==> src/rtl/btn_debounce.sv <==
// btn_debounce: filters contact bounce on one raw active-low push-button.
// Ports: clk, reset (sync, active-low), btn_n (raw pin, 0 = pressed),
//        db_level (debounced, 1 = pressed), db_tick (one-cycle press pulse).
// Optional BTN_DEBOUNCE_SYNC_EN adds a two-flop synchronizer on btn_n.
module btn_debounce #(
  parameter int N = 20
) (
  input  logic clk,
  input  logic reset,
  input  logic btn_n,
  output logic db_level,
  output logic db_tick
);

  typedef enum logic [1:0] {
    ZERO  = 2'd0,
    WAIT1 = 2'd1,
    ONE   = 2'd2,
    WAIT0 = 2'd3
  } state_t;

  localparam logic [N-1:0] CMAX = '1;
  localparam logic [N-1:0] DEC  = 1;

  state_t       state;
  logic [N-1:0] cnt;
  logic         sw;

`ifdef BTN_DEBOUNCE_SYNC_EN
  // Flops reset to 1 so a reset looks like a released button.
  logic [1:0] sync;

  always_ff @(posedge clk) begin
    if (!reset) begin
      sync <= 2'b11;
    end else begin
      sync <= {sync[0], btn_n};
    end
  end

  assign sw = ~sync[1];
`else
  assign sw = ~btn_n;
`endif

  // Outputs are updated on the same edge as the state change, so
  // db_level tracks {ONE, WAIT0} and db_tick marks WAIT1 -> ONE only.
  always_ff @(posedge clk) begin
    if (!reset) begin
      state    <= ZERO;
      cnt      <= '0;
      db_level <= 1'b0;
      db_tick  <= 1'b0;
    end else begin
      db_tick <= 1'b0;
      case (state)
        ZERO: begin
          if (sw) begin
            state <= WAIT1;
            cnt   <= CMAX;
          end
        end
        WAIT1: begin
          if (!sw) begin
            state <= ZERO;
          end else if (cnt == '0) begin
            state    <= ONE;
            db_level <= 1'b1;
            db_tick  <= 1'b1;
          end else begin
            cnt <= cnt - DEC;
          end
        end
        ONE: begin
          if (!sw) begin
            state <= WAIT0;
            cnt   <= CMAX;
          end
        end
        WAIT0: begin
          if (sw) begin
            state <= ONE;
          end else if (cnt == '0) begin
            state    <= ZERO;
            db_level <= 1'b0;
          end else begin
            cnt <= cnt - DEC;
          end
        end
        default: begin
          state    <= ZERO;
          db_level <= 1'b0;
        end
      endcase
    end
  end

endmodule

==> config.mk <==
export PLATFORM = sky130hd
export DESIGN_NAME = btn_debounce
export DESIGN_NICKNAME = d
export VERILOG_FILES = /design/src/rtl/btn_debounce.sv
export SDC_FILE = /design/constraint.sdc
export NUM_CORES = 1
export LEC_CHECK = 0
export ABC_AREA = 1
export CORE_AREA = 2 2 69 71
export DETAILED_ROUTE_END_ITERATION = 10
export DIE_AREA = 0 0 71 73
export GPL_TIMING_DRIVEN = 0
export SLEW_MARGIN = 20
export SYNTH_ARGS = -nofsm -noshare
export SYNTH_HDL_FRONTEND = slang
export SYNTH_SLANG_ARGS = --single-unit
==> constraint.sdc <==
create_clock -name clk -period 1.6 [get_ports clk]
set_input_delay 0.24 -clock clk [delete_from_list [all_inputs] [get_ports clk]]
set_output_delay 0.24 -clock clk [all_outputs]
set_load 0.01 [all_outputs]
# After elaboration in Yosys (flattened, before gate mapping)

Cells that the tools add are included.

$add $sub $neg: 1
Equal/unequal tests: 11
Multiplexer cells: 19
Bitwise logic cells: 2
Reductions and logical operators: 7

Operators by type and width:

| cell                    | number |
|---|---|
| $mux W20                | 5 |
| $pmux W20 S4            | 1 |
| $logic_not A20 Y1       | 1 |
| $sub A20 B1 Y20 const B | 1 |
| $mux W2                 | 6 |
| $ne A2 B2 Y1 const B    | 6 |
| $pmux W2 S4             | 1 |
| $reduce_and A4 Y1       | 2 |
| $ne A3 B3 Y1 const B    | 2 |
| $mux W1                 | 5 |
| $reduce_and A5 Y1       | 1 |
| $eq A2 B2 Y1 const B    | 2 |
| $reduce_or A3 Y1        | 1 |
| $eq A2 B1 Y1 const B    | 1 |
| $logic_not A2 Y1        | 1 |
| $not A1 Y1              | 2 |
| $pmux W1 S2             | 1 |
| $reduce_bool A2 Y1      | 1 |

Bits in registers: 24
Input bits: 3
Logic and storage cells: 44

# Logic depth before layout (Yosys ltp)

Depth in word-level cells: 4
Depth in mapped cells: 10
Gate-level depth less buffers: 10

# Worst setup path after synthesis

OpenSTA, ideal clock, no wires.

Path type: register -> register
Start point: register cnt[0]
End point: register cnt[4]
Setup time: 0.132 ns
Data arrival time: 1.358 ns
Path slack: 0.110 ns
Cell stages (with the launch flop): 11
Period minus slack after synthesis: 1.490 ns
Cell sequence: dfxtp_1 > inv_1 > ha_1 > nand3_1 > nor2_1 > nand3_4 > nand2_4 > inv_2 > buf_6 > o31ai_1 > a21oi_1

Word-level cells in the longest chain between the ends: 4
Elaborated cells between the ends (all ways): 6

Ends and longest elaborated chain:

| element                                                     | RTL line | source |
|---|---|---|
| start, declared                                             | 26       | `logic [N-1:0] cnt;` |
| start signal, assigned                                      | 71       | `cnt <= cnt - DEC;` |
| start signal, assigned                                      | 87       | `cnt <= cnt - DEC;` |
| $sub A20 B1 Y20 / $logic_not A20 Y1 (equally long branches) | -        |  |
| $mux W20 *                                                  | 66, 83   |  |
| $mux W20 (on tied branches)                                 | 81, 64   |  |
| $pmux W20 S4 *                                              | 56       | `case (state)` |

Every way passes the cells marked *; elsewhere a longest branch is shown, timed or not. The select of a mux whose other input is x is not followed.
A chain may end at the register's enable or synchronous reset.

# Worst setup path after layout

Start point: register cnt[14]
End point: register cnt[4]

Word-level cells in the longest chain between the ends: 4
Elaborated cells between the ends (all ways): 5

Ends and longest elaborated chain:

| element                     | RTL line |
|---|---|
| $logic_not A20 Y1 *         | 66, 83 |
| $mux W20 *                  | - |
| $mux W20 (on tied branches) | - |
| $pmux W20 S4 *              | - |

Marked as above.

==> flow_summary.toml <==
[worst_setup_path]
critPathMaxStageDelay_ns = 0.36
cp_data_arrival_time_ns = 1.65
crit_path_start_kind = "flip-flop"
crit_fanout = 10
path_cells = "nor2_2 -> nand2_1 -> nor2_4 -> nand3_4 -> nand2_4 -> inv_4 -> buf_6 -> o31ai_1 -> a21oi_1"
critPathRequiredTime_ns = 1.74
slowest_stage = "dfxtp_1"
critPathCaptureType = "flip-flop"
crit_type = "reg2reg"

[logic_synthesis]
yosys_warnings = 0
syn-num-nets = 242
ys.flop_type = "dfxtp_1"
yosysTopAreaCellShare_pct = 31.9
synth-edff-count = 0
syn_area_um2 = 1510
ys_seq_area_share_pct = 31.9
synthTopCellsByArea = "dfxtp_1 (32%), nand2_1 (15%), nor2_1 (10%)"
synth_cells = 237
yosys.area.top_type = "dfxtp_1"
syn_area_per_cell_um2 = 6.36
async_flop_share_pct = 0
ys_ff_latch = 24
synth_cell_types = 24

[sta]
hold_violations = 0
rsz0062_at_grt = "yes"
skew_ns = 0.0105
maxSlewHeadroom_pct = 67.6
report.final.slew_viol_count = 0
period_needed_ns = 1.51
finalCritPeriodShare_pct = 94.4
max_freq_mhz = 662
setup_viol = 0
worst_pin_slew_ns = 0.485

[grt]
grt-busiest-layer = "met2"
grt_pass1_wl_um = 5930
use_met2_pct = 24.2
grt_use_met3_pct = 2.21
antenna_found_initial = 0
globalRouteOverflowTotal = 0
grt_max_degree = 14
globalRouteMet1Util_pct = 19.2
grt_pass1_vias = 1278
track_usage_pct = 14.4

[layout]
drive_gt1_share_pct = 13.4
final_cell_mix = "nand2_1 (59), nor2_1 (35), inv_1 (25)"
layout_commonest_cell = "nand2_1"
nFillCells = 500
final_cells = 301
antenna_cells = 0
final_nets = 253
multiInputGateArea_um2 = 915
seqCellArea_um2 = 484
area_growth_pct = 14.8

[floorplanning]
die_w_um = 71
dieArea_um2 = 5180
die_y_um = 73
row_count = 25
ios = 5
core_region_area_um2 = 4540
start_util_pct = 33.2

[place]
finalWeightedCongestion = 0.881
dp.cells = 295
hpwl_um = 2690
port_buffers = 4

[clock_tree]
cts_hold_buffers = 0
clock_latency_ns = 0.27
cts_tree = "built"
cts_made_buffers = 3
htreeDepth = 1
root_buffer = "clkbuf_8"
cts.clk_slew.worst_paths_ns = 0.09
cts_buffer_depth = 2
cts_sinks = 24

[pwr]
power_uw = 1470
ir_drop_uv = 486
p_per_area_nw_per_um2 = 850
power.leakage_uw = 0.000749

[drt]
viasPerCell = 4.83
wirelength_um = 3620
routedWlPerCell_um = 12.0
dr.pass1.iters = 4
drc = 0
drt_iter0_drc = 66
ant_nets = 0
vias = 1454

[run_status]
outcome = "complete, no violations"

[run]
cap_viol_max_count = 0

[hold_path]
hold_path_class = "reg2reg"
## layer usage
| metal | up-vias | wire length (µm) |
|---|---|---|
| li1 | 775 | - |
| met1 | 656 | 1760 |
| met2 | 19 | 1710 |
| met3 | 4 | 110 |
| met4 | 0 | 39 |
| met5 | - | 0 |
## cell usage after synthesis (4+ instances only)
master	number
nand3_1	17
nor2_1	40
dfxtp_1	24
a21oi_1	20
nand4_1	4
o21ai_0	10
nand3b_1	6
inv_1	27
nand2_1	59
xor2_1	4
## state kept, by name, summed over array words and instances, names as in the netlist, named ones only
register / flops
db_tick: 1
db_level: 1
state: 1
cnt: 20
## logic make-up after synthesis
| kind of cell | count (synthesis) | synth area share (%) |
|---|---|---|
| flip-flops | 24 | 31.9 |
| AO/OA/AOI/OAI | 34 | 11.8 |
| XOR/XNOR | 5 | 2.90 |
| AND/OR/NAND/NOR | 138 | 41.8 |
| adder cells (fa/ha/maj) | 2 | 1.66 |
| buffers and inverters | 34 | 9.96 |
## per-stage QoR
step | setup WS (ns) | utilization (%) | hold slack, ns | TNS (ns) | instance area (µm²)
2_1_floorplan | 0.110 | - | 0.378 | 0 | 1510
3_3_place_gp | -0.283 | 35.6 | 0.434 | -3.64 | 1620
3_5_place_dp | -0.326 | 35.6 | 0.442 | -4.13 | 1620
4_1_cts | 0.0143 | 37.1 | 0.469 | 0 | 1680
5_1_grt | -0.0223 | 38.2 | 0.464 | -0.0290 | 1730
6_report | 0.0893 | 38.2 | 0.436 | 0 | 1730
## what timing repair did
action                                  in CTS  in global routing
resized for setup                            3                 14
setup buffers                                1                  1
pin swaps                                    1                  4
endpoints found under the setup margin      21                 16
cloned                                       0                  0
## critical path, delay by kind of cell (launching register included)
family / cells / cell delay [ns]
AO/OA/AOI/OAI: 2 / 0.15
AND/OR/NAND/NOR: 5 / 0.65
flip-flops: 1 / 0.36
buffers and inverters: 2 / 0.21
## power by group
| group | total, µW | leakage (µW) | internal, µW | switching [µW] |
|---|---|---|---|---|
| combinational | 359 | 0.000520 | 129 | 230 |
| sequential | 692 | 0.000200 | 640 | 51.5 |
| clock | 419 | 0.0000288 | 220 | 199 |
| total | 1470 | 0.000749 | 989 | 481 |
## layout make-up
cell class,count,area share (%)
Tap cell,54,3.90
Timing Repair Buffer,6,3.18
Clock buffer,4,3.18
Buffer,6,2.68
Inverter,28,6.22
Multi-Input combinational cell,179,52.9
Sequential cell,24,28.0
## worst paths after layout
check,slack [ns],endpoint,depth (start not counted),start
max reg2reg,0.09,cnt[4]$_SDFFE_PN0P_,9,cnt[14]$_SDFFE_PN0P_
min,0.44,cnt[0]$_SDFFE_PN0P_,1,cnt[0]$_SDFFE_PN0P_
max,0.09,cnt[4]$_SDFFE_PN0P_,9,cnt[14]$_SDFFE_PN0P_
min reg2reg,0.44,cnt[0]$_SDFFE_PN0P_,1,cnt[0]$_SDFFE_PN0P_
(Power assumes the default switching activity.)
